===== src/rtl/lwc_block_buffer_if.sv =====
// Bus bundle for lwc_block_buffer: bdi input words, assembled block towards
// the cipher core, result block from the core and bdo output words.
// slave = the buffer itself, master = the surrounding pre/post-processor + core.
interface lwc_block_buffer_if #(
  parameter int W           = 32,
  parameter int BLOCK_WORDS = 8
);
  localparam int NB = W / 8;
  localparam int BB = $clog2(NB * BLOCK_WORDS) + 1;

  logic [W-1:0]             bdi;
  logic                     bdi_valid;
  logic                     bdi_ready;
  logic                     bdi_eot;
  logic [NB-1:0]            bdi_valid_bytes;
  logic [W*BLOCK_WORDS-1:0] blk_data;
  logic [BB-1:0]            blk_bytes;
  logic                     blk_last;
  logic                     blk_valid;
  logic                     blk_ready;
  logic [W*BLOCK_WORDS-1:0] res_data;
  logic [BB-1:0]            res_bytes;
  logic                     res_valid;
  logic                     res_ready;
  logic [W-1:0]             bdo;
  logic                     bdo_valid;
  logic                     bdo_ready;
  logic [NB-1:0]            bdo_valid_bytes;
  logic                     end_of_block;

  modport slave (
    input  bdi, bdi_valid, bdi_eot, bdi_valid_bytes,
    output bdi_ready,
    output blk_data, blk_bytes, blk_last, blk_valid,
    input  blk_ready,
    input  res_data, res_bytes, res_valid,
    output res_ready,
    output bdo, bdo_valid, bdo_valid_bytes, end_of_block,
    input  bdo_ready
  );

  modport master (
    output bdi, bdi_valid, bdi_eot, bdi_valid_bytes,
    input  bdi_ready,
    input  blk_data, blk_bytes, blk_last, blk_valid,
    output blk_ready,
    output res_data, res_bytes, res_valid,
    input  res_ready,
    input  bdo, bdo_valid, bdo_valid_bytes, end_of_block,
    output bdo_ready
  );
endinterface


===== src/rtl/lwc_block_buffer.sv =====
// lwc_block_buffer: packs bdi words into a padded block for the cipher core
// and serialises result blocks back onto bdo with byte masks.
// Optional feature macro: LWC_OUT_PINGPONG_EN (two result buffers, no bubble
// between consecutive results). Default build uses a single result buffer.
module lwc_block_buffer #(
  parameter int          W           = 32,
  parameter int          BLOCK_WORDS = 8,
  parameter logic [7:0]  PAD_BYTE    = 8'h01
) (
  input  logic              clk,
  input  logic              rst,
  lwc_block_buffer_if.slave bus
);
  localparam int NB  = W / 8;
  localparam int BB  = $clog2(NB * BLOCK_WORDS) + 1;
  localparam int WCW = $clog2(BLOCK_WORDS);

  // ---------------- input side ----------------
  typedef enum logic {FILL, FULL} in_state_t;

  in_state_t                in_state_reg, in_state_next;
  logic [WCW-1:0]           wcnt_reg, wcnt_next;
  logic [BB-1:0]            blk_bytes_reg, blk_bytes_next;
  logic                     blk_last_reg, blk_last_next;
  logic [W*BLOCK_WORDS-1:0] blk_data_reg, blk_data_next;
  logic [W-1:0]             word_fill;
  logic [BB-1:0]            in_cnt;
  logic                     in_full_mask;
  logic                     in_last_slot;

  // Number of valid bytes in the incoming word (mask is contiguous MSB-first).
  always_comb begin
    in_cnt = '0;
    for (int i = 0; i < NB; i++) in_cnt = in_cnt + BB'(bus.bdi_valid_bytes[i]);
  end

  // Invalid bytes are zeroed; the first invalid byte receives the pad.
  genvar gi;
  for (gi = 0; gi < NB; gi++) begin : g_in_byte
    assign word_fill[W-1-8*gi -: 8] = bus.bdi_valid_bytes[NB-1-gi] ? bus.bdi[W-1-8*gi -: 8] :
                                      (in_cnt == BB'(gi)) ? PAD_BYTE : 8'h00;
  end

  assign in_full_mask = &bus.bdi_valid_bytes;
  assign in_last_slot = (wcnt_reg == WCW'(BLOCK_WORDS - 1));

  // Input FSM next state: slot write, pad placement and block handover.
  always_comb begin
    in_state_next  = in_state_reg;
    wcnt_next      = wcnt_reg;
    blk_bytes_next = blk_bytes_reg;
    blk_last_next  = blk_last_reg;
    blk_data_next  = blk_data_reg;
    case (in_state_reg)
      FILL: begin
        if (bus.bdi_valid) begin
          blk_bytes_next = blk_bytes_reg + in_cnt;
          for (int k = 0; k < BLOCK_WORDS; k++) begin
            if (32'(wcnt_reg) == k)
              blk_data_next[W*(BLOCK_WORDS-k)-1 -: W] = word_fill;
            // A full final word that ends short of the block: pad opens the next slot.
            if (bus.bdi_eot && !in_last_slot && in_full_mask && (32'(wcnt_reg) + 1 == k))
              blk_data_next[W*(BLOCK_WORDS-k)-1 -: 8] = PAD_BYTE;
          end
          if (in_last_slot || bus.bdi_eot) begin
            in_state_next = FULL;
            blk_last_next = bus.bdi_eot;
          end else begin
            wcnt_next = wcnt_reg + WCW'(1);
          end
        end
      end
      FULL: begin
        if (bus.blk_ready) begin
          in_state_next  = FILL;
          wcnt_next      = '0;
          blk_bytes_next = '0;
          blk_last_next  = 1'b0;
          blk_data_next  = '0;
        end
      end
      default: in_state_next = FILL;
    endcase
  end

  // Input state registers.
  always_ff @(posedge clk) begin
    if (rst) begin
      in_state_reg  <= FILL;
      wcnt_reg      <= '0;
      blk_bytes_reg <= '0;
      blk_last_reg  <= 1'b0;
      blk_data_reg  <= '0;
    end else begin
      in_state_reg  <= in_state_next;
      wcnt_reg      <= wcnt_next;
      blk_bytes_reg <= blk_bytes_next;
      blk_last_reg  <= blk_last_next;
      blk_data_reg  <= blk_data_next;
    end
  end

  assign bus.bdi_ready = (in_state_reg == FILL);
  assign bus.blk_valid = (in_state_reg == FULL);
  assign bus.blk_data  = blk_data_reg;
  assign bus.blk_bytes = blk_bytes_reg;
  assign bus.blk_last  = blk_last_reg;

  // ---------------- output side ----------------
  logic [BB-1:0]            res_nwords;
  logic [WCW-1:0]           res_last_idx;
  logic [WCW-1:0]           ocnt_reg, ocnt_next;
  logic [W*BLOCK_WORDS-1:0] cur_data;
  logic [BB-1:0]            cur_bytes;
  logic [WCW-1:0]           cur_last;
  logic                     out_active;

  assign res_nwords   = BB'((32'(bus.res_bytes) + NB - 1) / NB);
  assign res_last_idx = WCW'(res_nwords - BB'(1));

`ifdef LWC_OUT_PINGPONG_EN
  logic [1:0]               pp_full_reg, pp_full_next;
  logic [W*BLOCK_WORDS-1:0] pp_data_reg [2];
  logic [W*BLOCK_WORDS-1:0] pp_data_next [2];
  logic [BB-1:0]            pp_bytes_reg [2];
  logic [BB-1:0]            pp_bytes_next [2];
  logic [WCW-1:0]           pp_last_reg [2];
  logic [WCW-1:0]           pp_last_next [2];
  logic                     wr_ptr_reg, wr_ptr_next, rd_ptr_reg, rd_ptr_next;
  logic                     res_ready_c;

  // Two-entry in-order result store: capture at wr_ptr, drain from rd_ptr.
  always_comb begin
    pp_full_next  = pp_full_reg;
    pp_data_next  = pp_data_reg;
    pp_bytes_next = pp_bytes_reg;
    pp_last_next  = pp_last_reg;
    wr_ptr_next   = wr_ptr_reg;
    rd_ptr_next   = rd_ptr_reg;
    ocnt_next     = ocnt_reg;
    res_ready_c   = !pp_full_reg[wr_ptr_reg];
    if (res_ready_c && bus.res_valid && (res_nwords != '0)) begin
      pp_full_next[wr_ptr_reg]  = 1'b1;
      pp_data_next[wr_ptr_reg]  = bus.res_data;
      pp_bytes_next[wr_ptr_reg] = bus.res_bytes;
      pp_last_next[wr_ptr_reg]  = res_last_idx;
      wr_ptr_next               = ~wr_ptr_reg;
    end
    if (pp_full_reg[rd_ptr_reg] && bus.bdo_ready) begin
      if (ocnt_reg == pp_last_reg[rd_ptr_reg]) begin
        pp_full_next[rd_ptr_reg] = 1'b0;
        rd_ptr_next              = ~rd_ptr_reg;
        ocnt_next                = '0;
      end else begin
        ocnt_next = ocnt_reg + WCW'(1);
      end
    end
  end

  // Ping-pong buffer registers.
  always_ff @(posedge clk) begin
    if (rst) begin
      pp_full_reg  <= '0;
      pp_data_reg  <= '{default: '0};
      pp_bytes_reg <= '{default: '0};
      pp_last_reg  <= '{default: '0};
      wr_ptr_reg   <= 1'b0;
      rd_ptr_reg   <= 1'b0;
      ocnt_reg     <= '0;
    end else begin
      pp_full_reg  <= pp_full_next;
      pp_data_reg  <= pp_data_next;
      pp_bytes_reg <= pp_bytes_next;
      pp_last_reg  <= pp_last_next;
      wr_ptr_reg   <= wr_ptr_next;
      rd_ptr_reg   <= rd_ptr_next;
      ocnt_reg     <= ocnt_next;
    end
  end

  assign bus.res_ready = res_ready_c;
  assign cur_data      = pp_data_reg[rd_ptr_reg];
  assign cur_bytes     = pp_bytes_reg[rd_ptr_reg];
  assign cur_last      = pp_last_reg[rd_ptr_reg];
  assign out_active    = pp_full_reg[rd_ptr_reg];
`else
  typedef enum logic {IDLE, SEND} out_state_t;

  out_state_t               out_state_reg, out_state_next;
  logic [W*BLOCK_WORDS-1:0] res_data_reg, res_data_next;
  logic [BB-1:0]            res_bytes_reg, res_bytes_next;
  logic [WCW-1:0]           last_idx_reg, last_idx_next;
  logic                     res_ready_c;

  // Output FSM: capture a result in IDLE, walk its words in SEND.
  always_comb begin
    out_state_next = out_state_reg;
    res_data_next  = res_data_reg;
    res_bytes_next = res_bytes_reg;
    last_idx_next  = last_idx_reg;
    ocnt_next      = ocnt_reg;
    res_ready_c    = (out_state_reg == IDLE);
    case (out_state_reg)
      IDLE: begin
        if (bus.res_valid) begin
          res_data_next  = bus.res_data;
          res_bytes_next = bus.res_bytes;
          last_idx_next  = res_last_idx;
          ocnt_next      = '0;
          // An empty result is swallowed without producing any bdo word.
          if (res_nwords != '0) out_state_next = SEND;
        end
      end
      SEND: begin
        if (bus.bdo_ready) begin
          if (ocnt_reg == last_idx_reg) begin
            out_state_next = IDLE;
            ocnt_next      = '0;
          end else begin
            ocnt_next = ocnt_reg + WCW'(1);
          end
        end
      end
      default: out_state_next = IDLE;
    endcase
  end

  // Single result buffer registers.
  always_ff @(posedge clk) begin
    if (rst) begin
      out_state_reg <= IDLE;
      res_data_reg  <= '0;
      res_bytes_reg <= '0;
      last_idx_reg  <= '0;
      ocnt_reg      <= '0;
    end else begin
      out_state_reg <= out_state_next;
      res_data_reg  <= res_data_next;
      res_bytes_reg <= res_bytes_next;
      last_idx_reg  <= last_idx_next;
      ocnt_reg      <= ocnt_next;
    end
  end

  assign bus.res_ready = res_ready_c;
  assign cur_data      = res_data_reg;
  assign cur_bytes     = res_bytes_reg;
  assign cur_last      = last_idx_reg;
  assign out_active    = (out_state_reg == SEND);
`endif

  // Word selection and byte masking shared by both output variants.
  logic [W-1:0]  cur_word;
  logic [31:0]   ocnt_base;

  assign cur_word  = cur_data[(BLOCK_WORDS - 1 - 32'(ocnt_reg)) * W +: W];
  assign ocnt_base = 32'(ocnt_reg) * NB;

  for (gi = 0; gi < NB; gi++) begin : g_out_byte
    assign bus.bdo_valid_bytes[NB-1-gi] = out_active && ((ocnt_base + gi) < 32'(cur_bytes));
    assign bus.bdo[W-1-8*gi -: 8] = bus.bdo_valid_bytes[NB-1-gi] ? cur_word[W-1-8*gi -: 8] : 8'h00;
  end

  assign bus.bdo_valid    = out_active;
  assign bus.end_of_block = out_active && (ocnt_reg == cur_last);
endmodule


===== src/flat_wrapper.sv =====
// flat-port wrapper written by rule: the top's interface ports become plain ports
module lwc_block_buffer_flat 
#(
  parameter int          W           = 32,
  parameter int          BLOCK_WORDS = 8,
  parameter logic [7:0]  PAD_BYTE    = 8'h01
)
  (clk, rst, bus_bdi, bus_bdi_valid, bus_bdi_eot, bus_bdi_valid_bytes, bus_bdi_ready, bus_blk_data, bus_blk_bytes, bus_blk_last, bus_blk_valid, bus_blk_ready, bus_res_data, bus_res_bytes, bus_res_valid, bus_res_ready, bus_bdo, bus_bdo_valid, bus_bdo_valid_bytes, bus_end_of_block, bus_bdo_ready);
  lwc_block_buffer_if #(.W(W), .BLOCK_WORDS(BLOCK_WORDS)) bus_i ();
  input  logic clk;
  input  logic rst;
  input wire logic [$bits(bus_i.bdi)-1:0] bus_bdi;
  input wire logic [$bits(bus_i.bdi_valid)-1:0] bus_bdi_valid;
  input wire logic [$bits(bus_i.bdi_eot)-1:0] bus_bdi_eot;
  input wire logic [$bits(bus_i.bdi_valid_bytes)-1:0] bus_bdi_valid_bytes;
  output wire logic [$bits(bus_i.bdi_ready)-1:0] bus_bdi_ready;
  output wire logic [$bits(bus_i.blk_data)-1:0] bus_blk_data;
  output wire logic [$bits(bus_i.blk_bytes)-1:0] bus_blk_bytes;
  output wire logic [$bits(bus_i.blk_last)-1:0] bus_blk_last;
  output wire logic [$bits(bus_i.blk_valid)-1:0] bus_blk_valid;
  input wire logic [$bits(bus_i.blk_ready)-1:0] bus_blk_ready;
  input wire logic [$bits(bus_i.res_data)-1:0] bus_res_data;
  input wire logic [$bits(bus_i.res_bytes)-1:0] bus_res_bytes;
  input wire logic [$bits(bus_i.res_valid)-1:0] bus_res_valid;
  output wire logic [$bits(bus_i.res_ready)-1:0] bus_res_ready;
  output wire logic [$bits(bus_i.bdo)-1:0] bus_bdo;
  output wire logic [$bits(bus_i.bdo_valid)-1:0] bus_bdo_valid;
  output wire logic [$bits(bus_i.bdo_valid_bytes)-1:0] bus_bdo_valid_bytes;
  output wire logic [$bits(bus_i.end_of_block)-1:0] bus_end_of_block;
  input wire logic [$bits(bus_i.bdo_ready)-1:0] bus_bdo_ready;
  assign bus_i.bdi = bus_bdi;
  assign bus_i.bdi_valid = bus_bdi_valid;
  assign bus_i.bdi_eot = bus_bdi_eot;
  assign bus_i.bdi_valid_bytes = bus_bdi_valid_bytes;
  assign bus_bdi_ready = bus_i.bdi_ready;
  assign bus_blk_data = bus_i.blk_data;
  assign bus_blk_bytes = bus_i.blk_bytes;
  assign bus_blk_last = bus_i.blk_last;
  assign bus_blk_valid = bus_i.blk_valid;
  assign bus_i.blk_ready = bus_blk_ready;
  assign bus_i.res_data = bus_res_data;
  assign bus_i.res_bytes = bus_res_bytes;
  assign bus_i.res_valid = bus_res_valid;
  assign bus_res_ready = bus_i.res_ready;
  assign bus_bdo = bus_i.bdo;
  assign bus_bdo_valid = bus_i.bdo_valid;
  assign bus_bdo_valid_bytes = bus_i.bdo_valid_bytes;
  assign bus_end_of_block = bus_i.end_of_block;
  assign bus_i.bdo_ready = bus_bdo_ready;
  lwc_block_buffer #(.W(W), .BLOCK_WORDS(BLOCK_WORDS), .PAD_BYTE(PAD_BYTE)) u_core (.clk(clk), .rst(rst), .bus(bus_i));
endmodule

===== config.mk =====
export PLATFORM = sky130hd
export DESIGN_NAME = lwc_block_buffer_flat
export DESIGN_NICKNAME = d
export VERILOG_FILES = /design/src/rtl/lwc_block_buffer_if.sv /design/src/rtl/lwc_block_buffer.sv /design/src/flat_wrapper.sv
export SDC_FILE = /design/constraint.sdc
export NUM_CORES = 1
export LEC_CHECK = 0
export CAP_MARGIN = 0
export CORE_MARGIN = 2
export CORE_UTILIZATION = 40
export CTS_BUF_LIST = sky130_fd_sc_hd__clkbuf_16
export DETAILED_ROUTE_END_ITERATION = 12
export MAX_ROUTING_LAYER = met4
export PLACE_DENSITY = 0.69
export SYNTH_ARGS = -nofsm -noshare
export SYNTH_HDL_FRONTEND = slang
export SYNTH_SLANG_ARGS = --single-unit

===== constraint.sdc =====
create_clock -name clk -period 2.7 [get_ports clk]
set_clock_uncertainty 0.05 [all_clocks]
set_input_delay 0.27 -clock clk [delete_from_list [all_inputs] [get_ports clk]]
set_output_delay 0.27 -clock clk [all_outputs]
set_load 0.005 [all_outputs]

==> impl_metrics.yaml <==
outcome:
  outcome: "complete, but fails checks"
  violations: "negative setup slack"
sta:
  tightest_slew_ns: 1.00
  finalSetupTns_ns: -0.891
  setup_violations: 15
  hold_viol: 0
  fmax_mhz: 352
  relSlewSlack_pct: 33.1
  period_share_pct: 105
  maxSlewViolCount: 0
  finalCriticalPeriod_ns: 2.84
  rsz0062_at_grt: "yes"
  finalWorstSetupSlack_ns: -0.138
synthesis:
  synth-warning-count: 0
  ys_seq_area_share_pct: 49.3
  synth.avg_cell_area_um2: 8.40
  syn-instance-count: 2590
  synth_fp_nets: 2915
  synth-seq-cells: 536
  synth_cell_types: 65
  synth_edf_count: 0
  netlist_area_um2: 21700
  synth_ff_type: "dfxtp_1"
  async_reset_ff_share_pct: 0
cts:
  cts-root-buf: "clkbuf_16"
  path_clk_slew_ns: 0.06
  cts_buffers: 56
  cts_buffer_depth: 3
  cts_tree: "built"
  clk_latency_ns: 0.62
  cts_max_level: 2
  clock_sinks: 536
critical_path:
  r2r_cells: 6
  worstPathMaxFanout: 3
  cp-start-kind: "register"
  crit_required_ns: 2.38
  end_kind: "output pin"
  r2r_slack_ns: 0.22
  arrival_ns: 2.52
  crit_type: "reg -> out"
  r2r-end: "u_core.bus.blk_data[95]$_SDFFE_PP0P_"
  timing.rr.start: "u_core.wcnt_reg[0]$_SDFFE_PP0P_"
place:
  gp_congestion: 0.907
  port_buffers: 608
  postPlaceCellArea_um2: 28600
  hpwl_um: 57900
  place_ws_ns: -0.405
  placed_cells: 3741
hold_path:
  min_from: "rst"
  hold_path_end: "u_core.bus.blk_bytes[1]$_SDFFE_PP0P_"
  hold_path.class: "in -> reg"
  min_path_cells: 2
final_layout:
  layout.nets: 3487
  final_cell_mix: "nand2_1, clkdlybuf4s50_1, dfxtp_1"
  layout-drive-gt1-share_pct: 11.8
  final_area_um2: 31300
  finalNonFillerCells: 3910
  final_common_cell: "nand2_1"
  area_growth_pct: 43.8
  n_fill_cell: 4614
die:
  rows: 85
  die-area_um2: 56300
  initial_core_util_pct: 40.4
  core_area_um2: 53800
  die_x_um: 237
  ioPinCount: 609
  die_h_um: 237
pwr:
  leakage_nw: 11.3
  ir_drop_uv: 486
  power_density_nw_per_um2: 600
route:
  wl_um: 83000
  ant_nets: 0
  num_vias: 21000
  via_per_inst: 5.36
  avgRoutedWirePerCell_um: 21.2
  drc: 0
  drt_iter0_drc: 1964
  first_pass_iters: 6
global_route:
  grt_util_met3_pct: 5.54
  grt_max_degree: 215
  overflow: 0
  met1_usage_pct: 36.2
  antenna_found_initial: 9
  grt_pass1_vias: 19800
  use_met2_pct: 46.8
  grt_pass1_wl_um: 121000
  busiest_layer: "met2"
  track_usage_pct: 28.8
run:
  cap_violations: 0
-- cell type report --
type | instances | area, µm² | share of cell area (%)
Inverter | 22 | 85.1 | 0.272
Antenna cell | 9 | 22.5 | 0.0720
Sequential cell | 536 | 10700 | 34.3
Clock buffer | 56 | 1400 | 4.48
Timing Repair Buffer | 735 | 7420 | 23.7
Clock inverter | 45 | 405 | 1.30
Tap cell | 696 | 871 | 2.78
Multi-Input combinational cell | 1811 | 10300 | 33.0
-- cells by family after synthesis --
family	count (synthesis)	share of synthesized area (%)
buffers and inverters	245	4.71
adder cells (fa/ha/maj)	20	1.22
XOR/XNOR	7	0.282
flip-flops	536	49.3
AO/OA/AOI/OAI	598	15.6
AND/OR/NAND/NOR	1081	20.4
multiplexers	103	8.44
-- cells in the mapped netlist (3+ instances only) --
| library cell | number | area share (%) |
|---|---|---|
| buf_1 | 25 | 0.43 |
| a22oi_1 | 4 | 0.14 |
| mux2i_1 | 36 | 1.7 |
| o31ai_1 | 3 | 0.10 |
| buf_4 | 4 | 0.14 |
| dfxtp_1 | 536 | 49 |
| a211oi_2 | 5 | 0.29 |
| or4b_1 | 4 | 0.18 |
| a32o_1 | 6 | 0.28 |
| inv_1 | 22 | 0.38 |
| a31o_1 | 4 | 0.16 |
| buf_2 | 64 | 1.5 |
| ha_1 | 18 | 1.0 |
| a21oi_1 | 479 | 11 |
| nor2_1 | 33 | 0.57 |
| nor4_1 | 3 | 0.086 |
| a31oi_1 | 3 | 0.086 |
| and2_1 | 34 | 0.98 |
| mux4_2 | 64 | 6.6 |
| a21oi_2 | 6 | 0.24 |
| a21boi_1 | 3 | 0.10 |
| a211oi_1 | 7 | 0.24 |
| a22o_1 | 43 | 1.7 |
| nand2_1 | 933 | 16 |
| clkbuf_1 | 127 | 2.2 |
| o211ai_1 | 3 | 0.10 |
| nor3_2 | 3 | 0.14 |
| xnor2_1 | 5 | 0.20 |
| a21o_1 | 10 | 0.35 |
| nor2b_1 | 12 | 0.35 |
| nor3_1 | 18 | 0.41 |
| o21a_1 | 3 | 0.10 |
| nand3_1 | 11 | 0.25 |
| o21ai_0 | 8 | 0.18 |
| a31oi_2 | 3 | 0.17 |
| nand2b_1 | 3 | 0.086 |
| and3_1 | 3 | 0.086 |
| or3_1 | 3 | 0.086 |
-- report_power, final --
part | switching, mW | total (mW) | internal (mW)
clock | 3.32 | 7.67 | 4.35
combinational | 1.39 | 2.66 | 1.27
sequential | 0.198 | 8.45 | 8.25
total | 4.91 | 18.8 | 13.9
-- worst max-delay path: stages, from the launching register on --
cell     delay (ns)
dfxtp_1        0.43
ha_4           0.24
nor2b_4        0.13
a221o_1        0.45
a21o_4         0.28
buf_6          0.13
nor2_4         0.12
buf_2          0.12
-- timing repair --
action	in CTS	in global routing
cloned	6	1
hold buffers	0	0
buffers inserted	44	12
resized for setup	218	29
pin swaps	15	16
endpoints found under the setup margin	37	33
-- per-layer routing --
metal	part of all wire (%)	wire [µm]
met1	41	33600
met3	8.0	6620
met2	48	40200
met5	0	0
met4	3.1	2580
-- how the worst max path moves through the flow --
stage | cells past startpoint | slack (ns) | to | startpoint
after global placement | 11 | -0.40 | u_core.bus.blk_data[88]$_SDFFE_PP0P_ | bus_bdi_valid_bytes[0]
after CTS | 8 | -0.15 | bus_bdo[27] | u_core.ocnt_reg[0]$_SDFFE_PP0P_
final | 7 | -0.14 | bus_bdo[29] | u_core.cur_bytes[2]$_SDFFE_PP0P_
after detailed placement | 11 | -0.41 | u_core.bus.blk_data[88]$_SDFFE_PP0P_ | bus_bdi_valid_bytes[0]
after floorplan | 9 | 0.20 | bus_bdo[24] | u_core.ocnt_reg[0]$_SDFFE_PP0P_
after global routing | 8 | -0.18 | bus_bdo[29] | u_core.ocnt_reg[0]$_SDFFE_PP0P_
-- stage by stage --
stage	hold slack, ns	utilization [%]	total power, mW
finish	0.0540	58.1	18.8
global route	0.0429	58.1	19.4
CTS	0.00766	57.8	18.8
detailed placement	0.393	53.1	11.0
global placement	0.387	53.1	11.0
floorplan	0.353	-	9.76
No activity file was read; power rests on OpenSTA's default activity.
